**config.mk**
```make
export PLATFORM = sky130hd
export DESIGN_NAME = pc_sequencer
export DESIGN_NICKNAME = d
export VERILOG_FILES = /design/src/rtl/pc_sequencer.sv
export SDC_FILE = /design/constraint.sdc
export NUM_CORES = 1
export LEC_CHECK = 0
export BUFFER_PORTS_ARGS = -buffer_cell sky130_fd_sc_hd__buf_2
export CORE_ASPECT_RATIO = 1.75
export CORE_MARGIN = 4
export CORE_UTILIZATION = 49
export CTS_BUF_LIST = sky130_fd_sc_hd__clkbuf_8 sky130_fd_sc_hd__clkbuf_16
export CTS_CLUSTER_SIZE = 40
export DETAILED_ROUTE_END_ITERATION = 6
export PLACE_DENSITY_LB_ADDON = 0.25
export SETUP_SLACK_MARGIN = 0.1
export SYNTH_ARGS = -nofsm -noshare
export SYNTH_HDL_FRONTEND = slang
export SYNTH_SLANG_ARGS = --single-unit
export TNS_END_PERCENT = 5
```
**constraint.sdc**
```tcl
create_clock -name i_clk -period 7.2 [get_ports i_clk]
set_clock_uncertainty 0.2 [all_clocks]
set_input_delay 1.44 -clock i_clk [delete_from_list [all_inputs] [get_ports i_clk]]
set_output_delay 1.44 -clock i_clk [all_outputs]
set_load 0.02 [all_outputs]
```
**src/rtl/pc_sequencer.sv**
```systemverilog
// Next-PC controller: owns the program counter, runs the I-mem req/ack fetch handshake,
// and arbitrates exception, jump and branch redirects over sequential advance and stall.
module pc_sequencer #(
    parameter logic [31:0] RESET_VECTOR = 32'h0000_0000,
    parameter logic [31:0] EXC_VECTOR   = 32'h8000_0180
) (
    input  logic        i_clk,
    input  logic        i_rst_n,
    input  logic        i_stall,
    input  logic        i_br_taken,
    input  logic [31:0] i_br_target,
    input  logic        i_jump,
    input  logic [31:0] i_jump_target,
    input  logic        i_exc,
    input  logic        i_fetch_ack,
    output logic        o_fetch_req,
    output logic [31:0] o_fetch_addr,
    output logic [31:0] o_pc,
    output logic [31:0] o_pc_plus4,
    output logic        o_flush,
    output logic [31:0] o_epc,
    output logic        o_addr_err
);

    typedef enum logic [1:0] {
        StBoot  = 2'd0,
        StFetch = 2'd1,
        StHold  = 2'd2
    } state_e;

    state_e      r_state;
    logic [31:0] r_pc;
    logic [31:0] r_epc;
    logic        r_fetch_req;
    logic        r_flush;
    logic        r_addr_err;

    logic [31:0] w_pc_plus4;
    logic        w_redirect;
    logic [31:0] w_redir_raw;

    assign w_pc_plus4  = r_pc + 32'd4;
    assign w_redirect  = i_jump | i_br_taken;
    assign w_redir_raw = i_jump ? i_jump_target : i_br_target;

    always_ff @(posedge i_clk or negedge i_rst_n) begin
        if (!i_rst_n) begin
            r_state     <= StBoot;
            r_pc        <= RESET_VECTOR;
            r_epc       <= 32'h0000_0000;
            r_fetch_req <= 1'b0;
            r_flush     <= 1'b0;
            r_addr_err  <= 1'b0;
        end else begin
            r_flush    <= 1'b0;
            r_addr_err <= 1'b0;
            unique case (r_state)
                StBoot: begin
                    r_state     <= StFetch;
                    r_fetch_req <= 1'b1;
                end
                StFetch, StHold: begin
                    if (i_exc) begin
                        r_epc       <= r_pc;
                        r_pc        <= EXC_VECTOR;
                        r_flush     <= 1'b1;
                        r_state     <= StFetch;
                        r_fetch_req <= 1'b1;
                    end else if (w_redirect) begin
                        // Misaligned targets are truncated to the word and flagged.
                        r_pc        <= {w_redir_raw[31:2], 2'b00};
                        r_addr_err  <= |w_redir_raw[1:0];
                        r_flush     <= 1'b1;
                        r_state     <= StFetch;
                        r_fetch_req <= 1'b1;
                    end else if (r_state == StFetch) begin
                        if (i_fetch_ack && !i_stall) begin
                            r_pc <= w_pc_plus4;
                        end else if (i_fetch_ack && i_stall) begin
                            r_state     <= StHold;
                            r_fetch_req <= 1'b0;
                        end
                    end else begin
                        if (!i_stall) begin
                            r_pc        <= w_pc_plus4;
                            r_state     <= StFetch;
                            r_fetch_req <= 1'b1;
                        end
                    end
                end
                default: begin
                    r_state     <= StBoot;
                    r_fetch_req <= 1'b0;
                end
            endcase
        end
    end

    assign o_fetch_req  = r_fetch_req;
    assign o_fetch_addr = r_pc;
    assign o_pc         = r_pc;
    assign o_pc_plus4   = w_pc_plus4;
    assign o_flush      = r_flush;
    assign o_epc        = r_epc;
    assign o_addr_err   = r_addr_err;

endmodule
```
Word level (Yosys, flattened, before mapping)
Cells that the tools add are included.
{ "op_classes": {"n_reduce_logical": 9, "bitwise": 1, "eq_ne": 7, "mux": 26, "addsub": 1} }
{ "ops": {"columns": ["cell", "count"], "rows": [
  ["$mux W32", 6],
  ["$add A32 B3 Y32 const B", 1],
  ["$ne A5 B5 Y1 const B", 3],
  ["$mux W1", 12],
  ["$mux W2", 6],
  ["$reduce_and A3 Y1", 2],
  ["$ne A4 B1 Y1 const B", 1],
  ["$ne A4 B3 Y1 const B", 1],
  ["$pmux W2 S2", 1],
  ["$reduce_or A2 Y1", 2],
  ["$eq A2 B1 Y1 const B", 1],
  ["$eq A2 B2 Y1 const B", 1],
  ["$logic_and A1 B1 Y1", 2],
  ["$logic_not A2 Y1", 1],
  ["$pmux W1 S2", 1],
  ["$reduce_and A2 Y1", 1],
  ["$logic_not A1 Y1", 1],
  ["$or A1 B1 Y1", 1]
]} }
{ "totals": {"register_bits": 69, "input_bits": 71, "output_inout_bits": 131} }

Longest topological paths before layout
Gate-level depths: netlist (run 1).
{ "logic_depth": {"word_depth": 7, "ltp_mapped": 9, "depth_no_buf": 7} }

Worst setup path after synthesis (run 1)
OpenSTA, ideal clock, no wires.
{ "synth_timing": {"kind": "reg2out", "start": "register r_pc[5] (netlist: o_fetch_addr[5])", "end": "output port o_pc_plus4[30]", "required_ns": 5.560, "arrival_ns": 2.170, "path_buffers": 1, "setup_slack_ns": 3.390, "stages_incl_launch_ff": 6, "cell_sequence": "dfrtp_1 buf_2 nand4_4 or4_4 or3b_4 xnor2_1"} }
{ "synth_via": {"elab_chain_cells": 1} }
{ "synth_rtl": {"columns": ["element", "line", "rtl"], "rows": [
  ["start: declaration", "32", "logic [31:0] r_pc;"],
  ["start signal: assignment", "71", "r_pc <= {w_redir_raw[31:2], 2'b00};"],
  ["start signal: assignment", "78", "r_pc <= w_pc_plus4;"],
  ["start signal: assignment", "85", "r_pc <= w_pc_plus4;"],
  ["$add A32 B3 Y32", "42", "assign w_pc_plus4 = r_pc + 32'd4;"],
  ["end: declaration", "19", "output logic [31:0] o_pc_plus4,"]
]} }
No other way between the ends.

Final worst setup path (run 1)
{ "layout_timing": {"start": "register r_pc[3] (netlist: o_fetch_addr[3])", "end": "output port o_pc_plus4[20]"} }
Same word-level chain as after synthesis.

==> results.cfg, run 1 <==
[sta]
worst_slew_pin_slew_ns = 1.27
fin_crit_ns = 4.31
rsz0062_at_grt = no
drv_slew = 0
setup_slack_ns = 2.89
maxSlewHeadroom = 0.147
timing.fmax_mhz = 232
tns_ns = 0
finalHoldViolations = 0
setup_viol_count_final = 0
finalCritPeriodShare = 0.599

[pwr]
peakVddDrop_mv = 0.256
p_leak_nw = 2.71
power_per_cell_area_mw_per_mm2 = 417

[global_routing]
grt_remaining_overflow = 0
grt_antenna_before_repair = 1
grt_start_max_net_pins = 66
grt_pass1_wl_mm = 21.1
first_global_vias = 4237
grt_usage = 0.259

[critical_path]
path_max_fanout = 7
worst-path-buf-inv = 1
crit_path_cell_trace = ha_1, nand2_1, nor4_1, nand4_1, xnor2_1, buf_2
crit_path_start_kind = register
required_ns = 5.56
cp_slowest_cell = nor4_1
ff2ff_setup_slack_ns = 4.04
reg2reg_depth = 6
r2r-start = r_state[1]
end_kind = output pin
crit_family = simple AND/OR/NAND/NOR gates
arrival_ns = 2.67
r2r-end = o_fetch_addr[30]
worst_path_largest_cell_delay_ns = 0.75
critical_path_class = reg -> out

[job]
maxCapViolCount = 0

[clocking]
cts.sinks = 65
clockBufferDepth = 2
hold_buffers = 0
cts_setup_buffers = 0
cts_resized = 0
insertion_delay_ns = 0.33
cts_tree = yes
cts-htree-levels = 3
cts_root_buffer = clkbuf_16
clk_pin_slew_ns = 0.05
cts_buffers = 9

[route]
dr.pass1.iters = 5
drt-initial-drc-count = 382
routed_via_density = 5.81
wire_per_inst_um = 18.3
ant_nets = 0
drt-total-wl_mm = 13.6
vias = 4301
route.detailed.drc = 0

[synth]
synthesis.area_mm2 = 0.00427
async_flop_share = 1.00
synthCells = 477
syn_area_per_cell_um2 = 8.96
ys_types = 56
yosysWarnings = 0
synth_flop_cell = dfrtp_1
ys_seq_area_frac = 0.381
synth_edf_count = 0
ys_ff_latch = 65

[place]
gp_congestion = 0.990
hpwl_mm = 10.1
place_ws_ns = 2.99
portBuffers = 193

[layout]
fin_nets = 694
area_growth_pct = 24.6
layout_common_cells = buf_2, dfrtp_1, nand2_1, nor2_1, o21ai_0
drive_gt1_frac = 0.383
final_common_cell = buf_2

[min_path]
whs_path_depth = 2
min_to = o_epc[30]
hold_start = o_epc[30]
hold_path.class = reg -> reg

[die]
dieArea_mm2 = 0.0103
die_h_um = 132
row_count = 44
start_util = 0.507
pin_count = 202
die_x_um = 78.6
core_area_mm2 = 0.00842

[outcome]
status = finished clean
[state kept, by name, summed over array words and instances (netlist names)]
name and count:
o_fetch_addr 30, o_fetch_req 1, o_epc 30, o_flush 1, o_addr_err 1, r_state 2
[cells by family after synthesis]
family,share of synthesized area
buffers and inverters,0.110
AO/OA/AOI/OAI,0.176
other,0.000878
multiplexers,0.0723
flip-flops,0.381
AND/OR/NAND/NOR,0.191
adder cells (fa/ha/maj),0.0117
XOR/XNOR,0.0574
[routing by layer]
metal / vias to the layer above / routed length, µm / track usage
li1: 1948 / - / -
met1: 2020 / 4930 / 0.301
met2: 283 / 6850 / 0.437
met3: 50 / 1260 / 0.0493
met4: 0 / 528 / 0.150
met5: - / 0 / 0
[worst max-delay path by stage]
stage / slack (ns) / cells after the start / end / from
CTS: 2.92 / 6 / o_pc_plus4[28] / o_fetch_addr[2]
floorplan: 3.39 / 5 / o_pc_plus4[30] / o_fetch_addr[5]
finish: 2.89 / 6 / o_pc_plus4[20] / o_fetch_addr[3]
global route: 2.67 / 6 / o_pc_plus4[28] / o_fetch_addr[3]
detailed placement: 2.99 / 5 / o_fetch_addr[14] / i_jump
global placement: 3.12 / 5 / o_fetch_addr[14] / i_jump
[synth_stat cells, types with 2 or more instances]
cell / number / share of area
inv_1: 13 / 0.011
a211o_1: 5 / 0.010
a32o_1: 8 / 0.019
mux2i_1: 5 / 0.012
or2_2: 2 / 0.0029
o22ai_1: 3 / 0.0044
xnor2_1: 23 / 0.047
o21ai_0: 28 / 0.033
ha_1: 4 / 0.012
a21oi_1: 20 / 0.023
xor2_1: 5 / 0.010
a22o_1: 3 / 0.0062
o31ai_1: 6 / 0.011
nor3_1: 9 / 0.011
o41ai_1: 3 / 0.0062
nand2b_1: 11 / 0.016
nor2_1: 32 / 0.028
a22oi_1: 10 / 0.018
dfrtp_1: 65 / 0.38
nor4_1: 4 / 0.0059
nand4_1: 14 / 0.020
nand2_1: 38 / 0.033
a21o_1: 8 / 0.014
o32a_1: 2 / 0.0047
buf_2: 8 / 0.0094
nor2b_1: 3 / 0.0044
buf_4: 38 / 0.067
or3_1: 5 / 0.0073
and2_1: 5 / 0.0073
and4_1: 4 / 0.0082
mux2_2: 23 / 0.061
clkbuf_1: 24 / 0.021
a31oi_1: 3 / 0.0044
and3_1: 5 / 0.0073
nand3_1: 17 / 0.020
[power breakdown]
part / switching [W] / leakage, nW / internal [W] / total, W
sequential: 0.000203 / 0.830 / 0.000502 / 0.000705
combinational: 0.000687 / 1.72 / 0.000387 / 0.00107
clock: 0.000149 / 0.161 / 0.000293 / 0.000442
total: 0.00104 / 2.71 / 0.00118 / 0.00222
[cell type report]
class / instances / area (µm²)
Tap cell: 115 / 144
Sequential cell: 65 / 1630
Antenna cell: 1 / 2.50
Clock buffer: 12 / 267
Clock inverter: 4 / 42.5
Multi-Input combinational cell: 334 / 2200
Timing Repair Buffer: 195 / 983
Inverter: 14 / 52.6
Fill cell: 767 / 3100
[through the flow]
step / instance area (µm²) / utilization / power (W) / hold WS [ns] / instances
2_1_floorplan: 4300 / - / 0.00147 / 0.269 / 484
3_3_place_gp: 5010 / 0.595 / 0.00176 / 0.257 / 723
3_5_place_dp: 5010 / 0.595 / 0.00178 / 0.266 / 723
4_1_cts: 5320 / 0.632 / 0.00223 / 0.277 / 739
5_1_grt: 5320 / 0.632 / 0.00234 / 0.300 / 740
6_report: 5320 / 0.632 / 0.00222 / 0.271 / 740
[tightest hold or removal path, cell delays in order (launching register included)]
cell,delay [ns]
dfrtp_1,0.34
nand2_1,0.04
o21ai_0,0.06
No activity file was read; power rests on OpenSTA's default activity.
==> run 2, diff against run 1 <==
ABC_AREA = 1   (was default)
CORE_UTILIZATION = 43   (was 49)
clock period = 3.95 ns   (was 7.2 ns; I/O delays follow)
==> run 2 against run 1 <==
Sequential share of layout area is 0.079 points higher. Critical path depth is 3 higher. Flip-flop and latch count stayed put. Largest power group unchanged. Area after synthesis is 2.0% lower. Largest cell class unchanged. Utilization is 7.1 points lower. Combinational power is 79% higher. Sequential power is 66% higher. Power is 75% higher. Register-to-register slack worse by 2.4 ns. Die area is 11% higher. Design area is 0.26% lower.
==> results.cfg, run 2 <==
[synth]
async_flop_share = 1.00
ys_ff_latch = 65
synth_flop_cell = dfrtp_1
ys_types = 30
yosys.area.top_type = dfrtp_1
syn_area_per_cell_um2 = 7.35
yosysWarnings = 0
synthesis.area_mm2 = 0.00419
synth_top_area_frac = 0.388
yosys-top-cells-count = nand2_1, dfrtp_1, inv_1
synth.most_common_cell = nand2_1
synth_edf_count = 0
synth.area.top_cells = dfrtp_1, nand2_1, buf_4
ys_seq_area_frac = 0.388
synthCells = 570

[critical_path]
required_ns = 2.96
end_kind = output pin
reg2reg_depth = 8
r2r-start = r_state[0]
arrival_ns = 2.01
path_max_fanout = 5
critical_path_class = reg -> out
ff2ff_setup_slack_ns = 1.63
crit_path_start_kind = register
r2r-end = o_fetch_addr[8]

[clocking]
cts_root_buffer = clkbuf_16
cts_setup_buffers = 0
clk_pin_slew_ns = 0.06
cts.sinks = 65
insertion_delay_ns = 0.34
cts_tree = yes
clockBufferDepth = 2
cts-htree-levels = 3
cts_buffers = 9
hold_buffers = 0
cts_resized = 0

[die]
dieArea_mm2 = 0.0114
pin_count = 202
row_count = 47
die_h_um = 139
die_x_um = 82.6
core_area_mm2 = 0.00947
start_util = 0.442

[route]
vias = 4272
ant_nets = 0
route.detailed.drc = 0
dr.pass1.iters = 5
drt-total-wl_mm = 14.1
wire_per_inst_um = 16.5
drt-initial-drc-count = 218
routed_via_density = 4.98

[sta]
tns_ns = 0
rsz0062_at_grt = no
maxSlewHeadroom = 0.569
fin_crit_ns = 3.00
finalCritPeriodShare = 0.761
worst_slew_pin_slew_ns = 0.644
drv_slew = 0
timing.fmax_mhz = 333
finalHoldViolations = 0
setup_viol_count_final = 0

[layout]
n_antenna_cell = 0
layout_common_cells = nand2_1, buf_2, dfrtp_1, inv_1
fin_nets = 805
area_growth_pct = 26.8
drive_gt1_frac = 0.339
final_common_cell = nand2_1

[pwr]
peakVddDrop_mv = 0.398
p_total_w = 0.00388
p_leak_nw = 2.97
power_per_cell_area_mw_per_mm2 = 731

[global_routing]
grt_antenna_before_repair = 0
first_global_vias = 4233
grt_usage = 0.251
grt_remaining_overflow = 0
grt_pass1_wl_mm = 21.6
grt_start_max_net_pins = 41

[place]
hpwl_mm = 11.1
portBuffers = 193
gp_congestion = 0.881

[min_path]
hold_path.class = in -> async

[job]
maxCapViolCount = 0

[outcome]
status = finished clean
-- run 2: cell count changes after synthesis, moves of 11 or more --
cell      before  now
a21oi_1       20    2
a22oi_1       10   28
clkbuf_1      24   10
inv_1         13   43
mux2_2        23    7
nand2_1       38  216
nand2b_1      11    0
nand4_1       14    1
xnor2_1       23    0
-- run 2: per-stage QoR --
stage               worst slack (ns)  cells  area [µm²]  hold slack, ns  utilization
global route                   0.757    857        5310           0.290        0.561
CTS                            0.952    857        5310           0.270        0.561
detailed placement              1.32    841        5010           0.270        0.529
floorplan                       1.39    577        4210           0.294            -
global placement                1.37    841        5010           0.267        0.529
finish                         0.946    857        5310           0.255        0.561
-- run 2: worst max-delay path by stage --
stage | start | to | slack (ns) | cells after the start
floorplan | o_fetch_addr[3] | o_pc_plus4[16] | 1.39 | 6
global placement | o_fetch_addr[3] | o_pc_plus4[30] | 1.37 | 9
detailed placement | o_fetch_addr[3] | o_pc_plus4[30] | 1.32 | 9
CTS | o_fetch_addr[3] | o_pc_plus4[30] | 0.95 | 9
global route | o_fetch_addr[3] | o_pc_plus4[30] | 0.76 | 9
finish | o_fetch_addr[3] | o_pc_plus4[30] | 0.95 | 9
-- run 2: critical path: stages (launching register included) --
cell and delay, ns:
dfrtp_1 0.40, ha_1 0.20, nand2_1 0.12, nor2_2 0.18
nand2_2 0.12, nor2_2 0.18, nand2_1 0.08, nand2_1 0.07
and2_1 0.15, buf_2 0.17
-- run 2: layout make-up --
type | instances | area (µm²)
repair buffers | 199 | 1010
well taps | 122 | 153
clock buffers | 10 | 239
fillers | 950 | 4160
inverters | 46 | 173
clock inverters | 6 | 57.6
flip-flops and latches | 65 | 1630
multi-input cells | 409 | 2050
-- run 2: cell families after synthesis --
logic type / share of synthesized area
flip-flops: 0.388
adder cells (fa/ha/maj): 0.0120
AO/OA/AOI/OAI: 0.113
other: 0.000895
buffers and inverters: 0.130
AND/OR/NAND/NOR: 0.303
multiplexers: 0.0188
XOR/XNOR: 0.0341
-- run 2: power by group --
| part | switching, W | total, W | internal, W | leakage [nW] |
|---|---|---|---|---|
| Combinational | 0.00133 | 0.00191 | 0.000579 | 1.98 |
| Clock | 0.000299 | 0.000800 | 0.000501 | 0.148 |
| Sequential | 0.000278 | 0.00117 | 0.000895 | 0.841 |
| Total | 0.00191 | 0.00388 | 0.00198 | 2.97 |
-- run 2: layer usage --
layer	share of wire	GRT usage	vias to the layer above
li1	-	-	2084
met1	0.34	0.261	1976
met2	0.55	0.451	164
met3	0.057	0.0514	48
met4	0.052	0.132	0
met5	0	0	-
